**src/rtl/stream_fifo_pkg.sv**
```systemverilog
// stream_fifo_pkg: shared command codes, arbiter FSM states and a constant clog2
// for the stream FIFO write-side scheduling blocks.
package stream_fifo_pkg;

    localparam logic [2:0] CMD_NOP     = 3'd0;
    localparam logic [2:0] CMD_WRITE   = 3'd1;
    localparam logic [2:0] CMD_COMMIT  = 3'd2;
    localparam logic [2:0] CMD_DISCARD = 3'd3;

    typedef enum logic [2:0] {S_IDLE, S_XFER, S_DRAIN, S_CLOSE, S_GAP} state_t;

    function automatic int clog2(input int v);
        int r;
        r = 0;
        while ((1 << r) < v) r++;
        return r;
    endfunction

endpackage

```
**src/rtl/stream_rr_pick.sv**
```systemverilog
// stream_rr_pick: combinational round-robin picker; returns the first set valid
// bit at or after i_start, wrapping modulo N.
module stream_rr_pick
    import stream_fifo_pkg::*;
#(
    parameter int N = 4
) (
    input  logic [N-1:0]          i_valid,
    input  logic [clog2(N)-1:0]   i_start,
    output logic [clog2(N)-1:0]   o_idx,
    output logic                  o_any
);

    localparam int IW = clog2(N);

    // Scan offsets from far to near so the nearest valid offset wins.
    always_comb begin
        o_idx = '0;
        for (int k = N - 1; k >= 0; k--)
            if (i_valid[(int'(i_start) + k) % N]) o_idx = IW'((int'(i_start) + k) % N);
    end

    assign o_any = |i_valid;

endmodule

```
**src/rtl/stream_fifo_frame_arbiter.sv**
```systemverilog
// stream_fifo_frame_arbiter: frame-granular round-robin arbiter driving the write
// side (w_ctrl/w_data) of an asynchronous stream FIFO controller.
module stream_fifo_frame_arbiter
    import stream_fifo_pkg::*;
#(
    parameter int NUM       = 4,
    parameter int DWIDTH    = 8,
    parameter int ADDRWIDTH = 6,
    parameter int FIFODEPTH = 44,
    parameter int MAXFRAME  = 32,
    parameter int MINGAP    = 6
) (
    input  logic                    clk,
    input  logic                    rst_n,
    input  logic [NUM-1:0]          req_valid,
    input  logic [NUM*DWIDTH-1:0]   req_data,
    input  logic [NUM-1:0]          req_last,
    output logic [NUM-1:0]          req_ready,
    output logic [2:0]              w_ctrl,
    output logic [DWIDTH-1:0]       w_data,
    input  logic                    w_full,
    input  logic                    w_error,
    input  logic [ADDRWIDTH:0]      w_counter,
    output logic [clog2(NUM)-1:0]   grant,
    output logic                    busy,
    output logic [7:0]              drop_cnt
);

    localparam int IW = clog2(NUM);
    localparam int LW = clog2(MAXFRAME + 1);
    localparam int GW = clog2(MINGAP + 1);

    state_t            r_state;
    logic [IW-1:0]     r_grant, r_rr;
    logic [2:0]        r_ctrl;
    logic [DWIDTH-1:0] r_data;
    logic              r_busy, r_abort, r_sent;
    logic [LW-1:0]     r_len;
    logic [GW-1:0]     r_gap;
    logic [7:0]        r_drop;

    logic [IW-1:0]     w_pick;
    logic              w_any, w_space_ok, w_hs, w_last;
    logic [NUM-1:0]    w_ready;
    logic [DWIDTH-1:0] w_word;

    stream_rr_pick #(.N(NUM)) u_pick (
        .i_valid (req_valid),
        .i_start (r_rr),
        .o_idx   (w_pick),
        .o_any   (w_any)
    );

    assign w_space_ok = (int'(w_counter) + MAXFRAME) <= FIFODEPTH;
    assign w_ready    = NUM'((r_state == S_XFER && !w_full) || r_state == S_DRAIN) << r_grant;
    assign w_hs       = req_valid[r_grant] & w_ready[r_grant];
    assign w_last     = req_last[r_grant];
    assign w_word     = req_data[int'(r_grant) * DWIDTH +: DWIDTH];

    // r_abort: frame ends in DISCARD; r_sent: that DISCARD is already on the bus.
    always_ff @(posedge clk or negedge rst_n) begin
        if (!rst_n) begin
            r_state <= S_IDLE;
            r_grant <= '0;
            r_rr    <= '0;
            r_ctrl  <= CMD_NOP;
            r_data  <= '0;
            r_busy  <= 1'b0;
            r_abort <= 1'b0;
            r_sent  <= 1'b0;
            r_len   <= '0;
            r_gap   <= '0;
            r_drop  <= '0;
        end else begin
            r_ctrl <= CMD_NOP;
            unique case (r_state)
                S_IDLE: if (w_any && w_space_ok) begin
                    r_grant <= w_pick;
                    r_rr    <= (w_pick == IW'(NUM - 1)) ? '0 : w_pick + IW'(1);
                    r_busy  <= 1'b1;
                    r_len   <= '0;
                    r_abort <= 1'b0;
                    r_sent  <= 1'b0;
                    r_state <= S_XFER;
                end
                S_XFER: if (w_error) begin
                    r_abort <= 1'b1;
                    r_sent  <= !(w_hs && w_last);
                    r_ctrl  <= (w_hs && w_last) ? CMD_NOP : CMD_DISCARD;
                    r_state <= (w_hs && w_last) ? S_CLOSE : S_DRAIN;
                end else if (w_hs) begin
                    r_ctrl <= CMD_WRITE;
                    r_data <= w_word;
                    r_len  <= r_len + LW'(1);
                    if (w_last) r_state <= S_CLOSE;
                    else if (r_len == LW'(MAXFRAME - 1)) begin
                        r_abort <= 1'b1;
                        r_state <= S_DRAIN;
                    end
                end
                S_DRAIN: begin
                    r_ctrl <= r_sent ? CMD_NOP : CMD_DISCARD;
                    r_sent <= 1'b1;
                    if (w_hs && w_last) r_state <= S_CLOSE;
                end
                S_CLOSE: begin
                    r_ctrl  <= !r_abort ? CMD_COMMIT : (r_sent ? CMD_NOP : CMD_DISCARD);
                    if (r_abort && r_drop != 8'hff) r_drop <= r_drop + 8'd1;
                    r_busy  <= 1'b0;
                    r_gap   <= GW'(MINGAP - 1);
                    r_state <= S_GAP;
                end
                S_GAP: if (r_gap == '0) r_state <= S_IDLE; else r_gap <= r_gap - GW'(1);
                default: r_state <= S_IDLE;
            endcase
        end
    end

    assign req_ready = w_ready;
    assign w_ctrl    = r_ctrl;
    assign w_data    = r_data;
    assign grant     = r_grant;
    assign busy      = r_busy;
    assign drop_cnt  = r_drop;

endmodule

```
**config.mk**
```make
export PLATFORM = sky130hd
export DESIGN_NAME = stream_fifo_frame_arbiter
export DESIGN_NICKNAME = d
export VERILOG_FILES = /design/src/rtl/stream_fifo_pkg.sv /design/src/rtl/stream_rr_pick.sv /design/src/rtl/stream_fifo_frame_arbiter.sv
export SDC_FILE = /design/constraint.sdc
export NUM_CORES = 1
export LEC_CHECK = 0
export BUFFER_PORTS_ARGS = -buffer_cell sky130_fd_sc_hd__buf_2
export CAP_MARGIN = 20
export CORE_ASPECT_RATIO = 2
export CORE_MARGIN = 8
export CORE_UTILIZATION = 45
export DETAILED_ROUTE_END_ITERATION = 8
export PLACE_DENSITY_LB_ADDON = 0.12
export SLEW_MARGIN = 10
export SYNTH_ARGS = -nofsm -noshare
export SYNTH_HDL_FRONTEND = slang
export SYNTH_SLANG_ARGS = --single-unit
```
**constraint.sdc**
```tcl
create_clock -name clk -period 1.64 [get_ports clk]
set_input_delay 0 -clock clk [delete_from_list [all_inputs] [get_ports clk]]
set_output_delay 0 -clock clk [all_outputs]
set_load 0.01 [all_outputs]
```
Yosys cells after proc, flatten, opt, wreduce, memory -nomap -nowiden
Cells that the tools add are included.

word-level totals
  flip-flop bits (word level) = 38
  bits of input ports = 51

operators by class
  $add $sub $neg = 8
  magnitude comparators = 6
  equal/unequal tests = 18
  shift-type cells = 2
  muxes and demuxes = 53
  bitwise logic cells = 5
  reduce and logical (&&, ||, !) cells = 26

operators by type and width
  cell                   count
  $shiftx A32 B6 Y8      1
  $mux W3                8
  $mux W1                19
  $mux W2                9
  $mux W6                3
  $pmux W3 S5            1
  $bmux W1 S2            7
  $lt A3 B4 Y1 const B   3
  $ne A2 B2 Y1 const B   6
  $pmux W6 S2            1
  $reduce_and A5 Y1      2
  $add A7 B6 Y8 const B  1
  $add A8 B1 Y8 const B  1
  $le A8 B6 Y1 const B   1
  $ne A8 B8 Y1 const B   1
  $reduce_and A2 Y1      4
  $add A6 B1 Y6 const B  1
  $eq A3 B2 Y1 const B   2
  $eq A6 B5 Y1 const B   1
  $logic_not A3 Y1       2
  $lt A2 B3 Y1 const B   2
  $ne A3 B3 Y1 const B   2
  $pmux W2 S3            1
  $pmux W3 S2            1
  24 further kinds       38

Depth between registers and ports, before layout
Gate-level depths: netlist of run 1.

  depth after elaboration = 12
  mapped depth = 7
  depth with buffers taken out = 6

Cells and area by module
From an unflattened synthesis of run 1, not the netlist that was laid out.

unflattened totals
  cell total of the unflattened synthesis = 211
  area, all modules = 2,303.5 sq um

modules (own cells, without submodules)
  module                     instances  cells an instance  area an instance (sq um)
  stream_fifo_frame_arbiter  1          198                2,225.9
  stream_rr_pick             1          13                 77.6

Worst setup path before layout of run 1
OpenSTA, ideal clock, no wires.

  kind = register to register
  start = register r_state[1]
  end = register r_len[5]
  setup time = 0.132 ns
  arrival = 1.645 ns
  path slack = -0.137 ns
  cell stages (with the launch flop) = 8
  clock period less this slack = 1.777 ns
  path through = dfrtp_1 > clkbuf_1 > nor3b_1 > o2111ai_2 > buf_6 > buf_2 > o31ai_1 > a21oi_1

between the ends
  longest elaborated chain between the ends = 9
  elaborated cells on any way between the ends = 15

ends and longest elaborated chain
  element                        RTL line                                                          RTL
  from (decl)                    stream_fifo_frame_arbiter.sv:33                                   state_t r_state;
  from (signal assigned)         stream_fifo_frame_arbiter.sv:90                                   r_state <= (w_hs && w_last) ? S_CLOSE : S_DRAIN;
  $eq A3 B1 Y1                   stream_fifo_frame_arbiter.sv:55, stream_fifo_frame_arbiter.sv:76
  $logic_and A1 B1 Y1            stream_fifo_frame_arbiter.sv:55                                   assign w_ready = NUM'((r_state == S_XFER && !w_full) || r_state == S_DRAIN) << r_grant;
  $logic_or A1 B1 Y1             stream_fifo_frame_arbiter.sv:55
  $shl A1 B2 Y4                  stream_fifo_frame_arbiter.sv:55
  $bmux W1 S2                    stream_fifo_frame_arbiter.sv:56                                   assign w_hs = req_valid[r_grant] & w_ready[r_grant];
  $mux W1 (implied by the code)  stream_fifo_frame_arbiter.sv:56
  $and A1 B1 Y1                  stream_fifo_frame_arbiter.sv:56
  $ne A2 B2 Y1 (no line)         -
  $reduce_and A4 Y1 (no line)    -
  to (signal assigned)           stream_fifo_frame_arbiter.sv:94                                   r_len <= r_len + LW'(1);
  to (decl)                      stream_fifo_frame_arbiter.sv:38                                   logic [LW-1:0] r_len;

Parallel ways exist; a longest one is shown, timed or not. The select of a mux whose other input is x is not followed.
A chain may end at the register's enable or synchronous reset.

Worst setup path in the final report of run 1
  start = register r_grant[0] (netlist: grant[0])
  end = register r_data[5] (netlist: w_data[5])

between the ends
  longest elaborated chain between the ends = 5
  elaborated cells on any way between the ends = 8

ends and longest elaborated chain
  element                        RTL line                         RTL
  from (decl)                    stream_fifo_frame_arbiter.sv:34  logic [IW-1:0] r_grant, r_rr;
  from (signal assigned)         stream_fifo_frame_arbiter.sv:78  r_grant <= w_pick;
  $shl A1 B2 Y4                  stream_fifo_frame_arbiter.sv:55
  $bmux W1 S2                    stream_fifo_frame_arbiter.sv:56
  $mux W1 (implied by the code)  stream_fifo_frame_arbiter.sv:56
  $and A1 B1 Y1                  stream_fifo_frame_arbiter.sv:56
  $reduce_and A3 Y1 (no line)    -
  to (signal assigned)           stream_fifo_frame_arbiter.sv:93  r_data <= w_word;
  to (decl)                      stream_fifo_frame_arbiter.sv:36  logic [DWIDTH-1:0] r_data;

Parallel ways exist; a longest one is shown, timed or not. The select of a mux whose other input is x is not followed.

==> results of run 1 <==
[power groups by stage]
stage | Combinational, uW | Sequential, uW | Clock [uW]
finish | 2280 | 1490 | 832
global route | 2530 | 1530 | 899
CTS | 2270 | 1480 | 852
detailed placement | 2150 | 1500 | 0
global placement | 2110 | 1480 | 0
floorplan | 1330 | 1550 | 0
[logic make-up after synthesis]
kind of cell	count (synthesis)
AOI/OAI and AO/OA	46
xor gates and xnor gates	8
muxes	20
DFF	37
other	1
buffers and inverters	21
and+or+nand+nor	66
adders and majority gates	5
[per-stage QoR]
| step | hold slack, ps | utilization | instances | TNS (ps) |
|---|---|---|---|---|
| global placement | 75.23 | 0.5742 | 348 | -706.1 |
| finish | 118.9 | 0.6224 | 358 | -836.9 |
| floorplan | -295.6 | - | 204 | -168.8 |
| CTS | 108.3 | 0.6150 | 358 | -1045 |
| detailed placement | 80.57 | 0.5742 | 348 | -1225 |
| global route | 132.0 | 0.6224 | 358 | -3180 |
[worst max-delay path: cells and delay by family, from the launching register on]
family                 cells  cell delay [ps]
muxes                      2              850
DFF                        1              400
buffers and inverters      1              190
AOI/OAI and AO/OA          1              170
[cell usage in the layout, fill, tap and decap left out, types with 2 or more instances in the layout]
cell type | synthesis | routed
nand2b_1 | 3 | 3
inv_2 | 2 | 2
xor2_1 | 7 | 7
or4_1 | 4 | 3
o31ai_1 | 4 | 3
o21a_1 | 2 | 2
nor2_1 | 8 | 8
mux4_2 | 9 | 9
a21o_1 | 2 | 2
buf_4 | 1 | 22
a21oi_2 | 0 | 2
dfrtp_2 | 0 | 2
nand2_1 | 15 | 15
nand3_1 | 10 | 10
clkbuf_8 | 0 | 6
a2bb2oi_1 | 2 | 2
mux2_4 | 0 | 8
nor2b_1 | 5 | 5
a41oi_1 | 2 | 2
nor3_2 | 0 | 3
inv_1 | 9 | 9
o21ai_1 | 9 | 8
o211ai_1 | 6 | 6
nor3_1 | 9 | 6
ha_1 | 4 | 4
buf_2 | 2 | 75
a21oi_1 | 6 | 4
dfrtp_1 | 37 | 35
nand4_1 | 4 | 4
o21ai_0 | 4 | 4
[flip-flops by register name, summed over array words and instances (netlist names)]
name,count
r_rr,2
drop_cnt,8
r_state,3
w_ctrl,2
r_sent,1
r_abort,1
r_gap,3
r_len,6
grant,2
w_data,8
busy,1
[worst max-delay path by stage]
stage | depth (start not counted) | start | end | slack [ps]
after global placement | 4 | grant[0] | w_data[2] | -80
final | 4 | grant[0] | w_data[5] | -80
after floorplan | 4 | grant[0] | w_data[0] | -20
after CTS | 4 | grant[0] | w_data[5] | -110
after global routing | 5 | grant[0] | w_ctrl[0] | -190
after detailed placement | 4 | r_state[1] | r_len[5] | -130
[area by class of cell]
type | count | area [um2] | share of cell area
tap | 57 | 71.32 | 0.02400
inverter | 11 | 41.29 | 0.01389
timing repair buffer | 99 | 565.5 | 0.1903
clock inverter | 2 | 37.54 | 0.01263
sequential | 37 | 928.4 | 0.3124
multi-input combinational | 146 | 1245 | 0.4189
clock buffer | 6 | 82.58 | 0.02779
[what timing repair did]
action                                  CTS  global route
hold endpoints to repair                 37             0
gates cloned                              0             0
endpoints found under the setup margin   16            30
gates resized for setup                  13             8
hold buffers                              1             0
pin swaps                                 8             5
setup buffers                             1             0
[per-layer routing]
| metal | vias up | track usage | wire, um |
|---|---|---|---|
| met5 | - | 0 | 0 |
| met4 | 0 | 0.07185 | 161 |
| met3 | 16 | 0.04902 | 318 |
| met2 | 76 | 0.2664 | 2890 |
| met1 | 917 | 0.1948 | 2398 |
| li1 | 956 | - | - |
==> flow_summary.yaml, run 1 <==
outcome:
  status: "complete, but fails checks"
  violations: "negative setup slack"
timing:
  setup_ws_ps: -82.93
  setup_viol: 17
  final.min_clock_period_ps: 1723
  fmax_mhz: 580.4
  slew_viol_final: 0
  clock_skew_ps: 9.023
  timing.final.crit_share: 1.051
  finalHoldViolations: 0
  rsz0062_at_grt: "yes"
detailed_routing:
  firstDrtPassIters: 4
  drcViolationCount: 0
  vias: 1965
  avgViaCountPerCell: 5.489
  drt_wl_total_mm: 5.768
  drt_iter0_drc: 94
  ant_nets: 0
  wl_per_cell_um: 16.11
logic_synthesis:
  synth_area_um2: 2166
  synth_ff_type: "dfrtp_1"
  yosys.area_share.simple: 0.1641
  synth_edf_count: 0
  synth_compound_area_frac: 0.1467
  netlist.area_leader.share: 0.4275
  synth_top_family_by_area: "simple AND/OR/NAND/NOR gates"
  netlist-cell-type-count: 49
  synthTopCellsByCount: "37 x dfrtp_1, 15 x nand2_1, 10 x nand3_1"
  synth_cells: 204
  synthArstFlopShare: 1.000
  yosysSeqAreaShare: 0.4275
  synth_mux_area_frac: 0.1571
  synth.net_count: 259
  synth-seq-cells: 37
  syn_avg_cell_area_um2: 10.62
  synth_xor_area_frac: 0.03235
  synthTopCellsByArea: "dfrtp_1 43%, mux4_2 9.4%, mux2_1 4.7%"
  synth.most_common_cell: "dfrtp_1"
  ys_warn_count: 0
  yosysTopAreaCell: "dfrtp_1"
  synth-adder-area-share: 0.02773
critical_path:
  cp-start-kind: "flip-flop"
  required_ps: 1820
  r2r_setup_slack_ps: -80
  crit_arrival_ps: 1900
  rr_worst_depth: 4
  cpPeakStageDelay_ps: 550
  cp-end-kind: "flip-flop"
  worstReg2RegEnd: "w_data[5]"
  crit_slowest_cell: "mux4_2"
  crit_chain: "mux4_2 > o2111ai_4 > buf_8 > mux2_4"
  crit_fanout: 8
  timing.rr.start: "grant[0]"
  critical_path_class: "reg -> reg"
job:
  drv_cap: 0
floorplan:
  num_io_pins: 77
  die_h_um: 114.1
  core_area_um2: 4775
  start_util: 0.4536
  die-area_um2: 7423
  num_rows: 36
  die_x_um: 65.06
hold_path:
  holdCritPathClass: "in -> reg"
  min_to: "w_ctrl[1]"
  hp-start: "w_error"
  hold_depth: 3
clock_network:
  root_buffer: "clkbuf_8"
  clockBufferDepth: 2
  numClockSinks: 37
  clock_latency_ps: 300
  cts_buffers: 5
  cts.reportedPaths.clkPinSlew_ps: 70
  htree_levels: 2
  cts_tree: "yes"
finish:
  n_antenna_cell: 0
  drive_gt1_frac: 0.4618
  design_area_um2: 2972
  layout.nets: 355
  fillers: 438
  layout-area-overhead-vs-synth_pct: 37.20
placement:
  pre_cts_ws_ps: -133.6
  place_area_um2: 2741
  portBuffers: 75
  place_congestion: 0.8819
  place_hpwl_mm: 4.431
global_routing:
  grt_max_degree: 38
  grt_overflow: 0
  grt_pass1_wl_mm: 9.846
  antenna_found_initial: 0
  grt.total_usage: 0.1646
  grt_pass1_vias: 2168
power:
  cellInternalPower_uw: 2881
  p_sw_frac: 0.3729
  totalPowerFinal_uw: 4594
  power_frac_comb: 0.496
  pwr-share-seq: 0.323
  p_leak_uw: 0.001454
  p_switching_uw: 1713
  powerDensity_nw_per_um2: 1546
  vdd_drop_max_uv: 919.0
  p_clk_frac: 0.181
(Power assumes the default switching activity.)
==> run 2: changes to the inputs <==
ABC_AREA = 1   (was default)
CORE_UTILIZATION = 46   (was 45)
==> flow_summary.yaml, run 2 <==
outcome:
  status: "finished clean"
finish:
  fillers: 471
  layout.nets: 491
  regArea_um2: 933.4
  drive_gt1_frac: 0.3455
  final_cell_mix: "93 x nand2_1, 74 x buf_2, 36 x nand3_1"
  finish.utilization: 0.6392
  n_antenna_cell: 0
  layout-area-overhead-vs-synth_pct: 35.68
  multi_input_area_um2: 1339
  final_common_cell: "nand2_1"
global_routing:
  grt_pass1_vias: 2528
  grt_max_degree: 22
  grt_busiest_layer: "met2"
  grt.total_usage: 0.1742
  grt_pass1_wl_mm: 11.16
  grt_overflow: 0
  antenna_found_initial: 0
  grt_util_met2: 0.3082
  use_met1: 0.1875
  grt_use_met3: 0.04290
hold_path:
  hold_depth: 3
  holdCritPathClass: "in -> reg"
  min_to: "w_ctrl[1]"
  hp-start: "w_error"
critical_path:
  cp-end-kind: "output port"
  startpoint: "r_state[2]"
  crit_fanout: 5
  crit_arrival_ps: 1580
  critical_path_class: "reg -> out"
  cpPeakStageDelay_ps: 450
  timing.rr.start: "r_state[2]"
  worstReg2RegEnd: "r_len[4]"
  required_ps: 1640
  r2r_setup_slack_ps: 80
  rr_worst_depth: 10
  crit_chain: "nor2_4 > nand2_4 > o21ai_4 > buf_6 > nand2_2 > nor2_1 > buf_2"
  crit_slowest_cell: "dfrtp_2"
  cp-start-kind: "flip-flop"
detailed_routing:
  wl_per_cell_um: 13.82
  drt_iter0_drc: 149
  firstDrtPassIters: 5
  vias: 2635
  avgViaCountPerCell: 5.323
  drcViolationCount: 0
  drt_wl_total_mm: 6.841
  ant_nets: 0
power:
  p_switching_uw: 2400
  powerDensity_nw_per_um2: 1677
  vdd_drop_max_uv: 1213
  totalPowerFinal_uw: 5408
  p_sw_frac: 0.4438
  p_clk_frac: 0.150
  cellInternalPower_uw: 3008
  p_leak_uw: 0.001800
  pwr-share-seq: 0.286
  power_frac_comb: 0.564
floorplan:
  die_h_um: 117.7
  num_io_pins: 77
  die-area_um2: 7864
  start_util: 0.4711
  num_rows: 37
  core_area_um2: 5046
  die_x_um: 66.84
job:
  drv_cap: 0
logic_synthesis:
  synth_edf_count: 0
  synth-seq-cells: 37
  synth_mux_area_frac: 0
  synthTopCellsByCount: "97 x nand2_1, 37 x dfrtp_1, 37 x nand3_1, 35 x nor2_1, 30 x inv_1"
  synth_top_family_by_area: "simple AND/OR/NAND/NOR gates"
  synth_compound_area_frac: 0.1153
  netlist.area_leader.share: 0.3895
  syn_avg_cell_area_um2: 7.118
  netlist-cell-type-count: 33
  synth.net_count: 389
  ys_warn_count: 0
  synth_xor_area_frac: 0.03684
  synth_area_um2: 2377
  synth.most_common_cell: "nand2_1"
  synth_ff_type: "dfrtp_1"
  synthTopCellsByArea: "dfrtp_1 39%, nand2_1 15%, nand3_1 7.8%"
  yosysTopAreaCell: "dfrtp_1"
  synth-adder-area-share: 0.02105
  yosysSeqAreaShare: 0.3895
  synth_cells: 334
  synthArstFlopShare: 1.000
  yosys.area_share.simple: 0.3553
timing:
  hold_slack_ps: 67.66
  clock_skew_ps: 2.771
  finalHoldViolations: 0
  rsz0062_at_grt: "yes"
  timing.final.crit_share: 0.9622
  final.min_clock_period_ps: 1578
  slew_viol_final: 0
  setup_viol: 0
  fmax_mhz: 633.7
placement:
  place_congestion: 0.9161
  portBuffers: 75
  place_hpwl_mm: 5.314
clock_network:
  clock_latency_ps: 290
  htree_levels: 2
  root_buffer: "clkbuf_8"
  cts_tree: "yes"
  cts.reportedPaths.clkPinSlew_ps: 70
  numClockSinks: 37
  clockBufferDepth: 2
  cts_buffers: 5
[run 2: worst max path at each step]
stage,end
finish,req_ready[2]
floorplan,drop_cnt[4]
global placement,r_len[0]
detailed placement,r_len[0]
CTS,req_ready[3]
global route,r_len[4]
[run 2: layout make-up]
type,instances,area share
clock inverter,1,0.009310
multi-input combinational,253,0.4150
tap,58,0.02250
timing repair buffer,106,0.1974
clock buffer,7,0.02676
inverter,33,0.03957
sequential,37,0.2894
[run 2: logic make-up (layout without fill, tap and decap cells)]
logic type / count (synthesis) / after routing
AOI/OAI and AO/OA: 48 / 48
xor gates and xnor gates: 10 / 10
adders and majority gates: 4 / 4
buffers and inverters: 44 / 147
DFF: 37 / 37
other: 1 / 1
and+or+nand+nor: 190 / 190
[run 2: worst max-delay path: cells and delay by family, from the launching register on]
kind / cells / cell delay [ps]
AO/OA/AOI/OAI: 1 / 180
buffers and inverters: 2 / 270
flip-flops: 1 / 450
AND/OR/NAND/NOR: 4 / 390
[run 2: through the flow]
stage                     std cells  setup TNS, ps  area [um2]  setup slack, ps
after global placement          473              0        2899            30.91
after floorplan                 334              0        2377            73.49
after detailed placement        473         -337.9        2899           -39.96
final                           495              0        3226            62.02
after CTS                       482              0        3030            29.48
after global routing            495         -187.7        3226           -28.13
[run 2: layer usage]
metal | up-vias | wire length, um
li1 | 1291 | -
met1 | 1250 | 2608
met2 | 82 | 3658
met3 | 12 | 447
met4 | 0 | 126
met5 | - | 0
[run 2: power by group through the flow]
stage	Sequential, uW	Clock, uW	Combinational, uW
floorplan	1540	0	1780
global placement	1530	0	2570
finish	1550	809	3050
global route	1590	866	3410
CTS	1530	825	2670
detailed placement	1540	0	2650
[run 2: what timing repair did]
item | in CTS | in global routing
gates resized for setup | 2 | 31
pin swaps | 0 | 10
hold endpoints to repair | 37 | 0
hold buffers | 1 | 0
buffers inserted | 0 | 13
setup endpoints to repair | 15 | 26
